==> config.mk <==
export PLATFORM = sky130hd
export DESIGN_NAME = tx_frame_fifo
export DESIGN_NICKNAME = d
export VERILOG_FILES = /design/src/rtl/tx_frame_fifo.sv
export SDC_FILE = /design/constraint.sdc
export NUM_CORES = 2
export LEC_CHECK = 0
export CORE_ASPECT_RATIO = 1.4
export CORE_UTILIZATION = 68
export DETAILED_ROUTE_END_ITERATION = 12
export PLACE_DENSITY = 0.85
export SYNTH_ARGS = -nofsm -noshare
export SYNTH_HDL_FRONTEND = slang
export SYNTH_SLANG_ARGS = --single-unit
export TNS_END_PERCENT = 10
==> constraint.sdc <==
create_clock -name clk -period 7.7 [get_ports clk]
set_input_delay 2.31 -clock clk [delete_from_list [all_inputs] [get_ports clk]]
set_output_delay 2.31 -clock clk [all_outputs]
set_load 0.02 [all_outputs]
==> src/rtl/tx_frame_fifo.sv <==
// Frame-oriented byte buffer feeding the TX control stage. Ingress bytes are
// stored as they arrive; a frame only becomes visible downstream once its last
// byte commits its length into a small length queue. Frames that cannot fit
// while nothing else is queued are dropped whole.
module tx_frame_fifo #(
    parameter int unsigned ADDR_W  = 8,
    parameter int unsigned LEN_Q_W = 2,
    parameter int unsigned MIN_LEN = 1
) (
    input  logic             clk,
    input  logic             rst,
    input  logic [7:0]       wr_data,
    input  logic             wr_valid,
    input  logic             wr_last,
    output logic             wr_ready,
    output logic             drop,
    input  logic             nextByte,
    output logic [7:0]       tx_data,
    output logic [15:0]      frm_len,
    output logic             empty_buff,
    input  logic             frm_done,
    output logic [LEN_Q_W:0] frm_count
);

    localparam int unsigned Depth   = 1 << ADDR_W;
    localparam int unsigned LqDepth = 1 << LEN_Q_W;

    typedef enum logic [1:0] {StIdle, StFill, StDiscard} wr_state_e;

    wr_state_e state_q, state_d;

    logic [7:0]         mem [Depth];
    logic [15:0]        lenq_q [LqDepth];

    logic [ADDR_W-1:0]  wr_ptr_q, wr_ptr_d;
    logic [ADDR_W-1:0]  frame_start_q, frame_start_d;
    logic [ADDR_W-1:0]  rd_ptr_q, rd_ptr_d;
    // Bytes held in RAM: committed frames plus the frame being written.
    logic [ADDR_W:0]    used_q, used_d;
    logic [ADDR_W:0]    rewind_len;
    logic [15:0]        cur_len_q, cur_len_d, new_len;
    // Bytes of the head frame already handed out; remaining = frm_len - rd_cnt.
    logic [15:0]        rd_cnt_q, rd_cnt_d, rd_remain;
    logic [LEN_Q_W-1:0] lq_wr_q, lq_wr_d, lq_rd_q, lq_rd_d;
    logic [LEN_Q_W:0]   frm_count_q, frm_count_d;
    logic [7:0]         tx_data_q;

    logic accept, store, push, pop, rd_en;
    logic data_full, lenq_full, lenq_empty, overflow;

    // used_q never exceeds Depth, so its top bit alone flags a full RAM.
    assign data_full  = used_q[ADDR_W];
    assign lenq_full  = frm_count_q[LEN_Q_W];
    assign lenq_empty = (frm_count_q == '0);
    assign overflow   = (state_q == StFill) && data_full && lenq_empty;
    assign wr_ready   = (state_q == StDiscard) ? 1'b1 : (!data_full && !lenq_full);
    assign accept     = wr_valid && wr_ready;
    assign new_len    = cur_len_q + 16'd1;

    assign frm_len    = lenq_empty ? 16'd0 : lenq_q[lq_rd_q];
    assign empty_buff = lenq_empty;
    assign frm_count  = frm_count_q;
    assign tx_data    = tx_data_q;
    assign rd_remain  = frm_len - rd_cnt_q;
    assign pop        = frm_done && !lenq_empty;
    assign rd_en      = nextByte && !lenq_empty && (rd_remain != 16'd0);

    // Write FSM: store, commit, drop-and-rewind decisions.
    always_comb begin
        state_d       = state_q;
        wr_ptr_d      = wr_ptr_q;
        frame_start_d = frame_start_q;
        cur_len_d     = cur_len_q;
        rewind_len    = '0;
        store         = 1'b0;
        push          = 1'b0;
        drop          = 1'b0;
        case (state_q)
            StIdle, StFill: begin
                if (overflow) begin
                    drop       = 1'b1;
                    wr_ptr_d   = frame_start_q;
                    cur_len_d  = '0;
                    rewind_len = cur_len_q[ADDR_W:0];
                    state_d    = StDiscard;
                end else if (accept) begin
                    if (wr_last && (new_len < 16'(MIN_LEN))) begin
                        drop       = 1'b1;
                        wr_ptr_d   = frame_start_q;
                        cur_len_d  = '0;
                        rewind_len = cur_len_q[ADDR_W:0];
                        state_d    = StIdle;
                    end else begin
                        store    = 1'b1;
                        wr_ptr_d = wr_ptr_q + 1'b1;
                        if (wr_last) begin
                            push          = 1'b1;
                            cur_len_d     = '0;
                            frame_start_d = wr_ptr_q + 1'b1;
                            state_d       = StIdle;
                        end else begin
                            cur_len_d = new_len;
                            state_d   = StFill;
                        end
                    end
                end
            end
            StDiscard: begin
                if (accept && wr_last) begin
                    state_d = StIdle;
                end
            end
            default: state_d = StIdle;
        endcase
    end

    // Read pointer, length queue pointers and occupancy bookkeeping.
    always_comb begin
        rd_ptr_d = rd_ptr_q;
        rd_cnt_d = rd_cnt_q;
        if (pop) begin
            // Skip whatever the consumer left unread in the popped frame.
            rd_ptr_d = rd_ptr_q + rd_remain[ADDR_W-1:0];
            rd_cnt_d = '0;
        end else if (rd_en) begin
            rd_ptr_d = rd_ptr_q + 1'b1;
            rd_cnt_d = rd_cnt_q + 16'd1;
        end
        lq_wr_d     = lq_wr_q + {{(LEN_Q_W-1){1'b0}}, push};
        lq_rd_d     = lq_rd_q + {{(LEN_Q_W-1){1'b0}}, pop};
        frm_count_d = frm_count_q + {{LEN_Q_W{1'b0}}, push} - {{LEN_Q_W{1'b0}}, pop};
        used_d      = used_q + {{ADDR_W{1'b0}}, store}
                      - (pop ? frm_len[ADDR_W:0] : '0) - rewind_len;
    end

    // State registers, length queue and registered read data.
    always_ff @(posedge clk or negedge rst) begin
        if (!rst) begin
            state_q       <= StIdle;
            wr_ptr_q      <= '0;
            frame_start_q <= '0;
            rd_ptr_q      <= '0;
            used_q        <= '0;
            cur_len_q     <= '0;
            rd_cnt_q      <= '0;
            lq_wr_q       <= '0;
            lq_rd_q       <= '0;
            frm_count_q   <= '0;
            tx_data_q     <= '0;
            for (int unsigned i = 0; i < LqDepth; i++) begin
                lenq_q[i] <= '0;
            end
        end else begin
            state_q       <= state_d;
            wr_ptr_q      <= wr_ptr_d;
            frame_start_q <= frame_start_d;
            rd_ptr_q      <= rd_ptr_d;
            used_q        <= used_d;
            cur_len_q     <= cur_len_d;
            rd_cnt_q      <= rd_cnt_d;
            lq_wr_q       <= lq_wr_d;
            lq_rd_q       <= lq_rd_d;
            frm_count_q   <= frm_count_d;
            if (push) begin
                lenq_q[lq_wr_q] <= new_len;
            end
            if (rd_en) begin
                tx_data_q <= mem[rd_ptr_q];
            end
        end
    end

    // Data RAM write port; contents survive reset.
    always_ff @(posedge clk) begin
        if (store) begin
            mem[wr_ptr_q] <= wr_data;
        end
    end

endmodule

; ---- Word level (Yosys, flattened, before mapping)
; Memories as Yosys holds them, arrays and structs flattened. A register that Yosys moved wholly into a read port is not among the register bits.
; Index checks and enable logic that the tools add are counted.
[totals]
memories = 1
ff_bits = 138
in_bits = 14
elab_cells = 108
out_inout_bits = 30
mem_bits_rw = 2048
[classes]
mux = 45
reduce_logical = 23
bitwise_logic = 4
n_lt_le_gt_ge = 4
n_addsub = 13
n_eq_ne = 4
[memory_table]
columns = name, words, word_bits, read_ports, rd_clocked_by_memory_dff, write_ports, line_no
row1 = mem, 256, 8, 1, 1, 1, 32  ; logic [7:0] mem [Depth];
[ops]
columns = operator, n
row1 = 2-to-1 mux 16 bit, 10
row2 = bitwise mux 64 bit, 1
row3 = 2-to-1 mux 9 bit, 5
row4 = 2-to-1 mux 8 bit, 5
row5 = "adder 16 x 1 -> 16 bit, second input constant", 2
row6 = binary-select mux 16 bit (select 2 bit), 1
row7 = demux 16 bit (select 2 bit), 1
row8 = 2-to-1 mux 1 bit, 18
row9 = subtractor 9 bit, 2
row10 = "adder 8 x 1 -> 8 bit, second input constant", 2
row11 = "less-than comparator 16 x 1 -> 1 bit, second input constant", 1
row12 = nonzero test 16 bit, 1
row13 = subtractor 16 bit, 1
row14 = logical AND 1 bit, 10
row15 = adder 9 x 1 -> 9 bit, 1
row16 = adder 8 bit, 1
row17 = "greater-or-equal comparator 3 bit, second input constant", 2
row18 = 2-to-1 mux 2 bit, 3
row19 = NOT 2 -> 3 bit, 2
row20 = AND reduction 5 bit, 1
row21 = adder 2 x 1 -> 2 bit, 2
row22 = zero test 1 bit, 4
row23 = case mux 2 bit (2 select lines), 1
row24 = AND reduction 2 bit, 2
row25 = 12 further kinds, 14

; ---- Depth between registers and ports, before layout
[depth]
depth_word = 10
ltp_mapped = 23
depth_no_buf = 21

; ---- Worst setup path before layout
; No wires, ideal clock.
[synth_path]
path_type = input to register
from = input wr_valid
to = register used_q[8]
path_stages = 16
t_required_ps = 7620
setup_time_ps = 80
t_arrival_ps = 5638
n_path_buf = 1
slack_ps = 1982
path_cell_list = nand2_1 -> a21oi_1 -> clkbuf_1 -> and2_1 -> nand2_1 -> fa_1 -> fa_1 -> ha_1 -> a21o_1 -> a21oi_1 -> o21bai_1 -> a21oi_1 -> o21bai_1 -> a21oi_1 -> xnor2_1 -> xnor2_1
[synth_between]
elab_chain_len = 7
word_cells_on_any_way = 10
classes_between = add/sub: 3 / mux: 6 / reduce/logical: 1
[synth_lines]
columns = item, line_no
row1 = from (decl), 13  ; input logic wr_valid,
row2 = logical AND 1 bit (*), 57  ; assign accept = wr_valid && wr_ready;
row3 = 2-to-1 mux 1 bit, 86  ; end else if (accept) begin
row4 = 2-to-1 mux 1 bit, 80  ; if (overflow) begin
row5 = 2-to-1 mux 1 bit, 78  ; case (state_q)
row6 = adder 9 x 1 -> 9 bit, 132  ; used_d = used_q + {{ADDR_W{1'b0}}, store}
row7 = subtractor 9 bit, 133  ; - (pop ? frm_len[ADDR_W:0] : '0) - rewind_len;
row8 = subtractor 9 bit (*), 133
row9 = named net used_d[8], 39  ; logic [ADDR_W:0] used_q, used_d;
row10 = to (signal assigned), 158  ; used_q <= used_d;
row11 = to (decl), 39
; The timed path passes the listed nets; every way through them passes the cells marked *.
; A chain may end at the register's enable or synchronous reset.

; ---- Worst setup path in the final report
[layout_path]
from = register cur_len_q[0]
to = output drop
[layout_between]
elab_chain_len = 7
[layout_lines]
columns = item, line_no
row1 = from (decl), 41  ; logic [15:0] cur_len_q, cur_len_d, new_len;
row2 = from (signal assigned), 159  ; cur_len_q <= cur_len_d;
row3 = adder 16 x 1 -> 16 bit, 58  ; assign new_len = cur_len_q + 16'd1;
row4 = less-than comparator 16 x 1 -> 1 bit, 87  ; if (wr_last && (new_len < 16'(MIN_LEN))) begin
row5 = logical AND 1 bit, 87
row6 = 2-to-1 mux 1 bit, 87
row7 = 2-to-1 mux 1 bit, 86
row8 = 2-to-1 mux 1 bit, 80
row9 = 2-to-1 mux 1 bit, 78
row10 = to (decl), 16  ; output logic drop,
; No other way between the ends.

==> impl_metrics.csv <==
group,metric,value,unit
run_status,status,"completed",
setup_path,path_buf_inv,2,
drt,dr.first_iter.drc_count,8697,
sta,min_period,7.30,ns
die,num_rows,155,
setup_path,cpMostUsedCell,"nand4_1",
logic_synthesis,yosys-top-cells-count,"edfxtp_1, mux4_2, nor2_1",
logic_synthesis,yosysWarnings,0,
final_layout,area_delta_synth_final,9.51,%
die,die_w,306,um
logic_synthesis,synth.distinct_cells,73,
drt,vias_per_cell,7.80,
clock_tree,cts_resized,0,
placed_design,place_ws,1.01,ns
sta,finalHoldViolCount,0,
logic_synthesis,ys_ff_latch,2194,
drt,dr.pass1.iters,8,
drt,drt_wl_total,247000,um
placed_design,hpwlAfterDp,129000,um
min_path,worstHoldPathType,"reg -> reg",
logic_synthesis,synth_top_cell_by_area,"edfxtp_1",
die,ios,44,
sta,max_slew_margin,6.29,%
grt,antenna_found_initial,11,
clock_tree,cts_tree,"done",
logic_synthesis,synth_edf_count,2048,
final_layout,final_util,75.3,%
clock_tree,cts_hold_buffers,0,
logic_synthesis,yosys-top-cells-area,"edfxtp_1, mux4_2, dfrtp_1, nor2_1, ha_1",
clock_tree,max-clock-path-buffers,3,
drt,vias,46900,
die,dieArea,131000,um2
clock_tree,numCtsBuffers,187,
sta,worst_slack,0.402,ns
setup_path,cpPeakStageDelay,0.66,ns
power,peakVddDrop,401,uV
drt,drc,0,
die,core_area,128000,um2
final_layout,n_fill_cell,5792,
sta,tns,0,ns
logic_synthesis,synthFlopType,"edfxtp_1",
placed_design,place.port_buffers,43,
die,initial_utilization,68.8,%
grt,grt_pass1_wl,357000,um
setup_path,crit_fanout,25,
die,die_h,427,um
setup_path,critPathTopFamily,"simple AND/OR/NAND/NOR gates",
logic_synthesis,synth_area,87900,um2
final_layout,fin_area,96300,um2
power,power.total,34.7,mW
logic_synthesis,synth_most_common_cell,"edfxtp_1",
grt,grt_max_degree,205,
clock_tree,htreeDepth,4,
placed_design,gp_congestion,0.890,
setup_path,worstPathArrival,4.99,ns
sta,fin_crit_sh,94.8,%
clock_tree,clk_pin_slew,0.07,ns
grt,track_usage,39.1,%
logic_synthesis,avgSynthCellArea,21.2,um2
clock_tree,clockRootBuffer,"clkbuf_16",
sta,fmax,137,MHz
clock_tree,cts_setup_buffers,0,
drt,wl_per_cell,41.1,um
logic_synthesis,ys_seq_area_share,74.1,%
sta,finClkSkew,0.0482,ns
setup_path,critPathRequiredTime,5.39,ns
logic_synthesis,synthArstFlopShare,6.65,%
logic_synthesis,synth_cells,4155,
grt,grt_pass1_vias,47700,
sta,setup_viol,0,
setup_path,critical_path.cell_chain,"ha_1 > inv_1 > nor3_1 > nand4_1 > xor2_1 > nand4_1 > o21ai_2 > and2_1 > clkdlybuf4s50_1",
logic_synthesis,syn_nets,4229,
clock_tree,clock-sinks,2194,
grt,overflow,0,
setup_path,criticalPathCategory,"reg -> out",
sta,rsz0062_at_grt,"false",
job,cap_violations,0,
logic_synthesis,synth_top_area_share,70.0,%
final_layout,fin_nets,4276,
sta,tightestPinTransition,1.40,ns
setup_path,start_kind,"flop",
final_layout,drive_gt1_share,25.5,%
setup_path,cp-end-kind,"output port",
power,p_leak,30.7,nW
power,cellPowerDensity,361,nW/um2
clock_tree,clock_latency,0.86,ns
sta,drv_slew,0,
setup_path,critPathSlowestCell,"dfrtp_1",
drt,ant_nets,0,
placed_design,postPlaceCellArea,89900,um2
[sequential cells by signal, indices dropped and copies added (netlist names)]
| signal | count |
|---|---|
| rd_cnt_q | 16 |
| tx_data | 8 |
| mem | 2048 |
| cur_len_q | 16 |
| lenq_q | 64 |
| frm_count | 3 |
| frame_start_q | 8 |
| lq_wr_q | 2 |
| wr_ptr_q | 8 |
| used_q | 9 |
| lq_rd_q | 2 |
| state_q | 2 |
| rd_ptr_q | 8 |
[path summary, 6_finish.rpt]
kind                            slack [ns]  cells after the start                       to                     start
worst min register to register        0.49                      1   lenq_q[39]$_DFFE_PN0P_    lenq_q[39]$_DFFE_PN0P_
worst max register to register        1.41                     20      used_q[8]$_DFF_PN0_  cur_len_q[0]$_DFFE_PN0P_
max in group asynchronous             4.68                      2  rd_ptr_q[1]$_DFFE_PN0P_                       rst
min in group asynchronous             1.54                      1      used_q[2]$_DFF_PN0_                       rst
worst min-delay path                  0.49                      1   lenq_q[39]$_DFFE_PN0P_    lenq_q[39]$_DFFE_PN0P_
worst max-delay path                  0.40                      9                     drop  cur_len_q[0]$_DFFE_PN0P_
[layer usage]
| layer | vias to the layer above | global-route usage [%] | share of wire, % |
|---|---|---|---|
| met5 | - | 0 | 0.023 |
| met4 | 8 | 25.1 | 7.8 |
| met3 | 1044 | 8.02 | 11 |
| met2 | 4623 | 62.8 | 50 |
| met1 | 24000 | 49.6 | 31 |
| li1 | 17300 | - | - |
[placed cells by master, fill, tap and decap left out, types with 30 or more instances in the layout]
cell type,Yosys,final
nand2_1,82,82
buf_4,15,45
ha_1,48,48
clkbuf_16,0,191
nor2_1,323,323
clkdlybuf4s50_1,0,34
xnor2_1,30,30
a21oi_1,48,48
nand3_1,45,39
mux4_2,672,672
clkinv_2,0,38
mux2_2,53,53
inv_1,68,67
mux2i_1,36,36
o21ai_0,32,32
dfrtp_1,146,141
edfxtp_1,2048,2048
[kinds of logic (layout without fill, tap and decap cells)]
logic type	after synthesis	after routing	share of synthesized area, %
xor gates and xnor gates	49	49	0.488
and+or+nand+nor	571	571	2.96
buffers and inverters	308	510	1.53
AOI/OAI and AO/OA	203	203	1.52
DFF	2194	2194	74.1
adders and majority gates	60	60	0.957
muxes	770	770	18.4
other	0	8	0
[power by group]
group | internal (mW) | switching (mW) | total, mW | leakage, nW
Sequential | 13.2 | 0.544 | 13.8 | 20.3
Clock | 5.47 | 4.61 | 10.1 | 3.06
Combinational | 4.79 | 6.06 | 10.8 | 7.33
Total | 23.5 | 11.2 | 34.7 | 30.7
[through the flow]
stage,hold slack (ns),instances
floorplan,0.453,4155
global placement,0.467,5661
detailed placement,0.478,5661
CTS,0.492,6005
global route,0.513,6005
finish,0.489,6013
[layout make-up]
cell class              count  area (um2)  share of cell area [%]
clock buffers             218        4890                    5.08
inverters                  68         255                   0.265
repair buffers             98        1000                    1.04
diodes                      8        20.0                  0.0208
clock inverters           126        1400                    1.46
well taps                1648        2060                    2.14
multi-input cells        1653       21500                    22.3
flip-flops and latches   2194       65200                    67.7
No activity file was read; power rests on OpenSTA's default activity.
